$ cat config.mk
export PLATFORM = sky130hd
export DESIGN_NAME = pipeline_hazard_ctrl
export DESIGN_NICKNAME = d
export VERILOG_FILES = /design/src/rtl/pipeline_pkg.sv /design/src/rtl/sat_counter.sv /design/src/rtl/pipeline_hazard_ctrl.sv
export SDC_FILE = /design/constraint.sdc
export NUM_CORES = 1
export LEC_CHECK = 0
export ABC_AREA = 1
export BUFFER_PORTS_ARGS = -buffer_cell sky130_fd_sc_hd__buf_2
export CORE_ASPECT_RATIO = 0.5
export CORE_MARGIN = 2
export CORE_UTILIZATION = 55
export CTS_CLUSTER_DIAMETER = 40
export CTS_CLUSTER_SIZE = 40
export DETAILED_ROUTE_END_ITERATION = 16
export PLACE_DENSITY_LB_ADDON = 0.05
export REMOVE_ABC_BUFFERS = 1
export SLEW_MARGIN = 25
export SYNTH_ARGS = -nofsm -noshare
export SYNTH_HDL_FRONTEND = slang
export SYNTH_SLANG_ARGS = --single-unit
$ cat constraint.sdc
create_clock -name clk -period 3.4 [get_ports clk]
set_input_delay 0.34 -clock clk [delete_from_list [all_inputs] [get_ports clk]]
set_output_delay 0.34 -clock clk [all_outputs]
set_load 0.005 [all_outputs]
$ cat src/rtl/pipeline_pkg.sv
// Shared definitions for the in-order pipeline: sequencer states and
// control-word geometry used by the stage registers.
package pipeline_pkg;

  localparam int LOADS_BIT = 8;
  localparam int CONTROL_W = 22;
  localparam int REGNUM_W  = 3;

  typedef enum logic [2:0] {
    RUN      = 3'd0,
    LD_STALL = 3'd1,
    MEM_WAIT = 3'd2,
    HALTED   = 3'd3
  } state_t;

endpackage

$ cat src/rtl/sat_counter.sv
// Free-running event counter that sticks at all-ones instead of wrapping.
module sat_counter #(
  parameter int W = 16
) (
  input  logic         clk,
  input  logic         rst_n,
  input  logic         i_en,
  output logic [W-1:0] o_count
);

  logic [W-1:0] r_count;

  always_ff @(posedge clk or negedge rst_n) begin
    if (!rst_n)
      r_count <= '0;
    else if (i_en && (r_count != {W{1'b1}}))
      r_count <= r_count + {{(W-1){1'b0}}, 1'b1};
  end

  assign o_count = r_count;

endmodule

$ cat src/rtl/pipeline_hazard_ctrl.sv
// Pipeline sequencer: per-stage update enables and NOP-inject strobes for
// load-use stalls, memory waits, taken-branch squashes and halt.
module pipeline_hazard_ctrl
  import pipeline_pkg::*;
#(
  parameter int LOAD_BUBBLES = 1,
  parameter int CNT_W        = 16
) (
  input  logic                clk,
  input  logic                rst,
  input  logic                dec_valid,
  input  logic [REGNUM_W-1:0] dec_num_Rm,
  input  logic [REGNUM_W-1:0] dec_num_Rn,
  input  logic                dec_uses_Rm,
  input  logic                dec_uses_Rn,
  input  logic                s1_loads,
  input  logic [REGNUM_W-1:0] s1_num_Rd,
  input  logic                mem_req,
  input  logic                mem_ready,
  input  logic                branch_taken,
  input  logic                halt_in,
  output logic                update_f,
  output logic                update_1,
  output logic                update_2,
  output logic                update_3,
  output logic                bubble_1,
  output logic                bubble_2,
  output logic [2:0]          state,
  output logic [CNT_W-1:0]    stall_count
);

  state_t     r_state, w_next, w_eff;
  logic       r_retLd, w_retLdNext;
  logic [1:0] r_cnt, w_cntNext;
  logic       w_hazard, w_memwait;
  logic       w_updF, w_upd1, w_upd2, w_upd3, w_bub1, w_bub2;
  logic       w_stallEn;

  assign w_hazard = dec_valid & s1_loads &
                    ((dec_uses_Rm & (dec_num_Rm == s1_num_Rd)) |
                     (dec_uses_Rn & (dec_num_Rn == s1_num_Rd)));
  assign w_memwait = mem_req & ~mem_ready;

  always_ff @(posedge clk or negedge rst) begin
    if (!rst) begin
      r_state <= RUN;
      r_retLd <= 1'b0;
      r_cnt   <= 2'd0;
    end else begin
      r_state <= w_next;
      r_retLd <= w_retLdNext;
      r_cnt   <= w_cntNext;
    end
  end

  // A finished memory wait behaves as whichever state it interrupted.
  always_comb begin
    w_next      = r_state;
    w_retLdNext = r_retLd;
    w_cntNext   = r_cnt;
    w_updF      = 1'b0;
    w_upd1      = 1'b0;
    w_upd2      = 1'b0;
    w_upd3      = 1'b0;
    w_bub1      = 1'b0;
    w_bub2      = 1'b0;
    w_eff       = (r_state == MEM_WAIT) ? (r_retLd ? LD_STALL : RUN) : r_state;

    if (r_state == HALTED) begin
      w_next = HALTED;
    end else if (w_memwait) begin
      if (r_state != MEM_WAIT) begin
        w_retLdNext = (r_state == LD_STALL);
        w_next      = MEM_WAIT;
      end
    end else if (halt_in) begin
      w_next = HALTED;
    end else if (branch_taken) begin
      {w_updF, w_upd1, w_upd2, w_upd3} = 4'b1111;
      w_bub1    = 1'b1;
      w_bub2    = 1'b1;
      w_cntNext = 2'd0;
      w_next    = RUN;
    end else if (w_eff == LD_STALL) begin
      {w_updF, w_upd1, w_upd2, w_upd3} = 4'b0111;
      w_bub1    = 1'b1;
      w_cntNext = r_cnt - 2'd1;
      w_next    = (r_cnt == 2'd1) ? RUN : LD_STALL;
    end else if (w_hazard) begin
      {w_updF, w_upd1, w_upd2, w_upd3} = 4'b0111;
      w_bub1 = 1'b1;
      if (LOAD_BUBBLES == 1) begin
        w_next = RUN;
      end else begin
        w_cntNext = 2'(LOAD_BUBBLES - 1);
        w_next    = LD_STALL;
      end
    end else begin
      {w_updF, w_upd1, w_upd2, w_upd3} = 4'b1111;
      w_next = RUN;
    end
  end

  assign update_f = rst & w_updF;
  assign update_1 = rst & w_upd1;
  assign update_2 = rst & w_upd2;
  assign update_3 = rst & w_upd3;
  assign bubble_1 = rst & w_bub1;
  assign bubble_2 = rst & w_bub2;
  assign state    = r_state;

  assign w_stallEn = rst & ~update_f;

  sat_counter #(.W(CNT_W)) u_stallCnt (
    .clk     (clk),
    .rst_n   (rst),
    .i_en    (w_stallEn),
    .o_count (stall_count)
  );

endmodule

==> impl_metrics.tcl, run 1 <==
set metrics [dict create \
    status "complete, no violations" \
    syn_inst 203 \
    r2r-start "u_stallCnt.o_count[0]" \
    hold_violations 0 \
    p_sw_w 0.000304 \
    antenna_cells 0 \
    coreArea_um2 2550 \
    cts_inserted_buffers 3 \
    dieArea_um2 3100 \
    grt_util_all_layers_pct 19.0 \
    viasPerCell 4.80 \
    setup_tns_ns 0 \
    ant_nets 0 \
    maxClockFrequency_mhz 475 \
    grt_overflow 0 \
    cts_resized 0 \
    post-route-min-period_ns 2.10 \
    critical_path_peak_fanout 4 \
    vdd.ir_drop.worst_mv 0.224 \
    postCtsSetupRepairBufs 0 \
    io_pins 44 \
    critPathMaxStageDelay_ns 0.41 \
    cts.sinks 21 \
    drtPass1Iterations 4 \
    r2r-end "u_stallCnt.o_count[4]" \
    io_buffers 42 \
    cp_slowest_cell "dfrtp_1" \
    worstMarginPinSlew_ns 0.593 \
    syn_area_um2 1460 \
    cts.htree.levels 1 \
    grt_pass1_vias 987 \
    finalNetCount 266 \
    p_int_w 0.000511 \
    startpoint "state[1]" \
    hpwl_um 2210 \
    cp-start-kind "flop" \
    synthAdderAreaFrac_pct 1.72 \
    clkSlewWorstSetupHoldPaths_ns 0.07 \
    grt_pass1_wl_um 4440 \
    clock-skew-final_ns 0.00212 \
    path_class "flop to output port" \
    synth-simple-area-share_pct 38.4 \
    yosysUniqueCellTypes 28 \
    muxShareOfSynthArea_pct 0.773 \
    swShare_pct 37.3 \
    cts_hold_buffers 0 \
    seq_power_share_pct 44.4 \
    drc 0 \
    cts_tree "yes" \
    slew-limit-headroom_pct 60.3 \
    clk_path_buf_depth 2 \
    setup_slack_ns 1.30 \
    maxSlewViolCount 0 \
    synth-seq-cells 21 \
    die_w_um 76.8 \
    drt_iter0_markers 57 \
    finalSetupViolations 0 \
    clock_latency_ns 0.26 \
    drive_above_1_share_pct 23.8 \
    grt_setup_unrepaired "no" \
    fp.dieH_um 40.4 \
    start_util_pct 57.1 \
    synth_top_family_by_area "simple AND/OR/NAND/NOR gates" \
    required_ns 3.06 \
    hold_path_class "input port to async pin" \
    fin_crit_sh_pct 61.9 \
    final_common_cell "nand2_1" \
    r2r_cells 7 \
    endpoint_kind "output port" \
    grt_start_max_net_pins 23 \
    cp_cell_sequence "nand2_1 > inv_2 > nor3_2 > inv_1 > nor2_1 > inv_1 > a31oi_1 > buf_2" \
    placedInstanceArea_um2 1680 \
    maxCapViolations 0 \
    ys_warn_count 0 \
    grt_antenna_before_repair 0 \
    synth_compound_area_share_pct 4.72 \
    wirelength_um 2920 \
    arrival_ns 1.76 \
    power.leakage_nw 0.967 \
    root_buffer "clkbuf_8" \
    endpoint "bubble_1" \
    final_util_pct 67.5 \
    multiInputGateArea_um2 791 \
    r2r_slack_ns 1.50 \
    area_delta_synth_final_pct 18.2 \
    gp_congestion 0.827 \
    wl_per_cell_um 10.4 \
    preCtsSetupSlack_ns 1.49 \
    power_density_nw_per_um2 474 \
    nFillCells 229 \
    layout_common_cells "nand2_1, buf_2, nand3_1, inv_1" \
    vias 1349 \
    seqCellArea_um2 526 \
    fin_area_um2 1720 \
    synth-xor-area-share_pct 8.41 \
    syn-mean-instance-area_um2 7.18 \
    cpMostUsedCell "inv_1" \
    placement_rows 13 \
    pwr-share-clk_pct 20.1 \
    seq_area_frac_synth_pct 36.1 \
    pwr-share-comb_pct 35.4 \
]
[Yosys cell counts, drive strengths merged]
library cell / count / area, um^2
xor2: 10 / 87.6
a21oi: 2 / 10.0
nand3: 23 / 115
a22oi: 1 / 7.51
xnor2: 4 / 35.0
ha: 2 / 25.0
mux2: 1 / 11.3
conb: 1 / 3.75
inv: 25 / 93.8
nor3b: 1 / 12.5
a41oi: 1 / 27.5
nor3: 7 / 62.6
nor2: 22 / 85.1
o21ai: 2 / 10.0
dfrtp: 21 / 526
a31oi: 1 / 6.26
nand2: 70 / 278
clkinv: 1 / 3.75
nand4: 1 / 6.26
o21a: 1 / 7.51
buf: 6 / 43.8
[registers in the layout, indices dropped and copies added, names as in the netlist]
register            flops
r_retLd                 1
r_cnt                   2
u_stallCnt.o_count     16
state                   2
[worst min-delay path by stage]
stage	from	slack, ns	endpoint	depth (start not counted)
floorplan	rst	0.04	r_cnt[0]	0
finish	rst	0.03	u_stallCnt.o_count[6]	2
global route	rst	0.07	u_stallCnt.o_count[6]	2
global placement	rst	0.32	u_stallCnt.o_count[6]	2
detailed placement	rst	0.32	u_stallCnt.o_count[6]	2
CTS	rst	0.05	u_stallCnt.o_count[6]	2
[layer usage]
| layer | part of all wire (%) | track usage [%] |
|---|---|---|
| met2 | 42 | 31.6 |
| met5 | 0 | 0 |
| met1 | 51 | 25.4 |
| met3 | 4.8 | 4.73 |
| met4 | 1.8 | 5.45 |
[cells by family after synthesis]
group	count (synthesis)
other cells	1
xor+xnor	14
simple gates	124
mux	1
fa+ha+maj	2
flops	21
compound gates	8
buf+inv	32
[worst max-delay path: cells and delay by family, from the launching register on]
kind | cells | cell delay (ns)
compound gates | 1 | 0.14
buf+inv | 4 | 0.37
flops | 1 | 0.41
simple gates | 3 | 0.58
[stage by stage]
step                total power [W]  hold slack (ns)  cells
finish                     0.000816           0.0325    281
global route               0.000879           0.0700    281
CTS                        0.000823           0.0455    281
detailed placement         0.000658            0.324    277
global placement           0.000649            0.323    277
floorplan                  0.000551           0.0444    197
[power by group through the flow]
stage / combinational [W] / sequential (W) / clock (W)
final: 0.000289 / 0.000362 / 0.000164
after detailed placement: 0.000292 / 0.000366 / 0
after floorplan: 0.000190 / 0.000361 / 0
after global routing: 0.000328 / 0.000373 / 0.000178
after global placement: 0.000285 / 0.000364 / 0
after CTS: 0.000294 / 0.000362 / 0.000167
[layout make-up]
| cell class | count | share of cell area [%] |
|---|---|---|
| Clock buffer | 4 | 2.61 |
| Timing Repair Buffer | 43 | 12.6 |
| Sequential cell | 21 | 30.5 |
| Inverter | 26 | 5.66 |
| Tap cell | 37 | 2.69 |
| Multi-Input combinational cell | 150 | 45.9 |
No activity file was read; power rests on OpenSTA's default activity.
==> run 2: changes to the inputs <==
- CORE_UTILIZATION: 55 -> 51
- clock period: 3.4 -> 2.2 ns (I/O delays scaled with it)
==> impl_metrics.tcl, run 2 (synthesis results as in run 1) <==
set metrics [dict create \
    p_sw_w 0.000473 \
    dieArea_um2 3330 \
    slew-limit-headroom_pct 61.3 \
    status "complete, no violations" \
    largest_register_ffs 16 \
    placement_rows 13 \
    r2r_slack_ns 0.30 \
    pwr-share-comb_pct 35.4 \
    power.leakage_nw 0.971 \
    grt_util_all_layers_pct 20.5 \
    start_util_pct 55.0 \
    cts.htree.levels 1 \
    setup_tns_ns 0 \
    final_common_cell "nand2_1" \
    viasPerCell 4.89 \
    layout_common_cells "nand2_1, buf_2, nand3_1, inv_1, dfrtp_1" \
    maxClockFrequency_mhz 522 \
    drt_iter0_markers 68 \
    critical_path_peak_fanout 4 \
    grt_setup_unrepaired "no" \
    maxCapViolations 0 \
    wl_per_cell_um 11.0 \
    area_delta_synth_final_pct 19.1 \
    swShare_pct 37.4 \
    whs_ns 0.242 \
    hold_violations 0 \
    clock-skew-final_ns 0.00352 \
    gp_congestion 0.884 \
    pwr-share-clk_pct 20.3 \
    clock_latency_ns 0.26 \
    die_w_um 79.6 \
    critPathMaxStageDelay_ns 0.41 \
    path_class "flop to output port" \
    vias 1379 \
    critical_path.top_delay_family "simple AND/OR/NAND/NOR gates" \
    grt_pass1_vias 1260 \
    grt_start_max_net_pins 22 \
    hpwl_um 2370 \
    cp-start-kind "flop" \
    seq_power_share_pct 44.3 \
    antenna_cells 0 \
    grt_pass1_wl_um 5460 \
    clk_path_buf_depth 2 \
    critPathBufInv 4 \
    grt_overflow 0 \
    required_ns 1.98 \
    endpoint_kind "output port" \
    arrival_ns 1.70 \
    fp.dieH_um 41.8 \
    cts_tree "yes" \
    hold_path_class "input port to flop" \
    maxSlewViolCount 0 \
    drive_above_1_share_pct 24.1 \
    fin_crit_sh_pct 87.2 \
    io_pins 44 \
    root_buffer "clkbuf_8" \
    cp_cell_sequence "nand2_1 > inv_2 > nor3_2 > inv_1 > nor2_2 > inv_1 > a31oi_1 > buf_2" \
    power_density_nw_per_um2 728 \
    grt_antenna_before_repair 0 \
    cp_slowest_cell "dfrtp_1" \
    drtPass1Iterations 4 \
    cts.sinks 21 \
    setup_slack_ns 0.283 \
    final_util_pct 65.5 \
    finalSetupViolations 0 \
    finalNetCount 267 \
    wirelength_um 3090 \
    coreArea_um2 2650 \
    cts_inserted_buffers 3 \
    vdd.ir_drop.worst_mv 0.411 \
    preCtsSetupSlack_ns 0.338 \
    cpMostUsedCell "inv_1" \
    clkSlewWorstSetupHoldPaths_ns 0.07 \
    post-route-min-period_ns 1.92 \
    drc 0 \
    ant_nets 0 \
    worstMarginPinSlew_ns 0.578 \
    p_int_w 0.000791 \
    io_buffers 42 \
]
-- run 2: cell count changes in the layout (fill, tap and decap cells not counted) --
| cell | before | now |
|---|---|---|
| dlygate4sd3_1 | 0 | 1 |
| nor2_1 | 21 | 20 |
| nor2_2 | 1 | 2 |
-- run 2: path summary, 6_finish.rpt --
check	start	end	cells after the start
setup / recovery	state[1]	bubble_1	8
hold / removal	branch_taken	state[0]	4
setup reg to reg	u_stallCnt.o_count[0]	u_stallCnt.o_count[3]	7
hold reg to reg	r_retLd	r_retLd	1
max in group asynchronous	rst	u_stallCnt.o_count[14]	3
min in group asynchronous	rst	u_stallCnt.o_count[15]	3
-- run 2: metal layers --
| metal | routed length [um] | track usage, % | vias up |
|---|---|---|---|
| met5 | 0 | 0 | - |
| li1 | - | - | 711 |
| met3 | 215 | 5.65 | 0 |
| met2 | 1390 | 34.3 | 51 |
| met4 | 0 | 2.07 | 0 |
| met1 | 1480 | 27.7 | 617 |
-- run 2: per-stage QoR --
stage               power [W]  instances  area, um^2
floorplan            0.000852        197        1410
global placement      0.00100        277        1680
detailed placement    0.00102        277        1680
CTS                   0.00128        282        1730
global route          0.00138        282        1740
finish                0.00126        282        1740
-- run 2: cell type report --
type                            count  area (um^2)
Inverter                           26         97.6
Fill cell                         261          916
Sequential cell                    21          526
Clock buffer                        4         45.0
Multi-Input combinational cell    150          793
Tap cell                           37         46.3
Timing Repair Buffer               44          228
-- run 2: power groups by stage --
stage / Sequential [W] / Clock (W) / Combinational, W
2_1_floorplan: 0.000558 / 0 / 0.000294
3_3_place_gp: 0.000562 / 0 / 0.000437
3_5_place_dp: 0.000567 / 0 / 0.000448
4_1_cts: 0.000561 / 0.000264 / 0.000453
5_1_grt: 0.000578 / 0.000282 / 0.000521
6_report: 0.000560 / 0.000257 / 0.000447
-- run 2: timing repair --
item,in CTS,in global routing
endpoints found under the setup margin,0,1
setup buffers,0,0
endpoints found under the hold margin,21,0
gates resized for setup,0,1
hold buffers,1,0
-- run 2: worst register-to-register path, stage by stage, from the launching register on --
cell and delay (ns):
dfrtp_1 0.41, ha_1 0.23, clkinv_1 0.14, nor3_4 0.29, a41oi_4 0.33, nand2_4 0.29, nand2_1 0.07, nand2_1 0.07
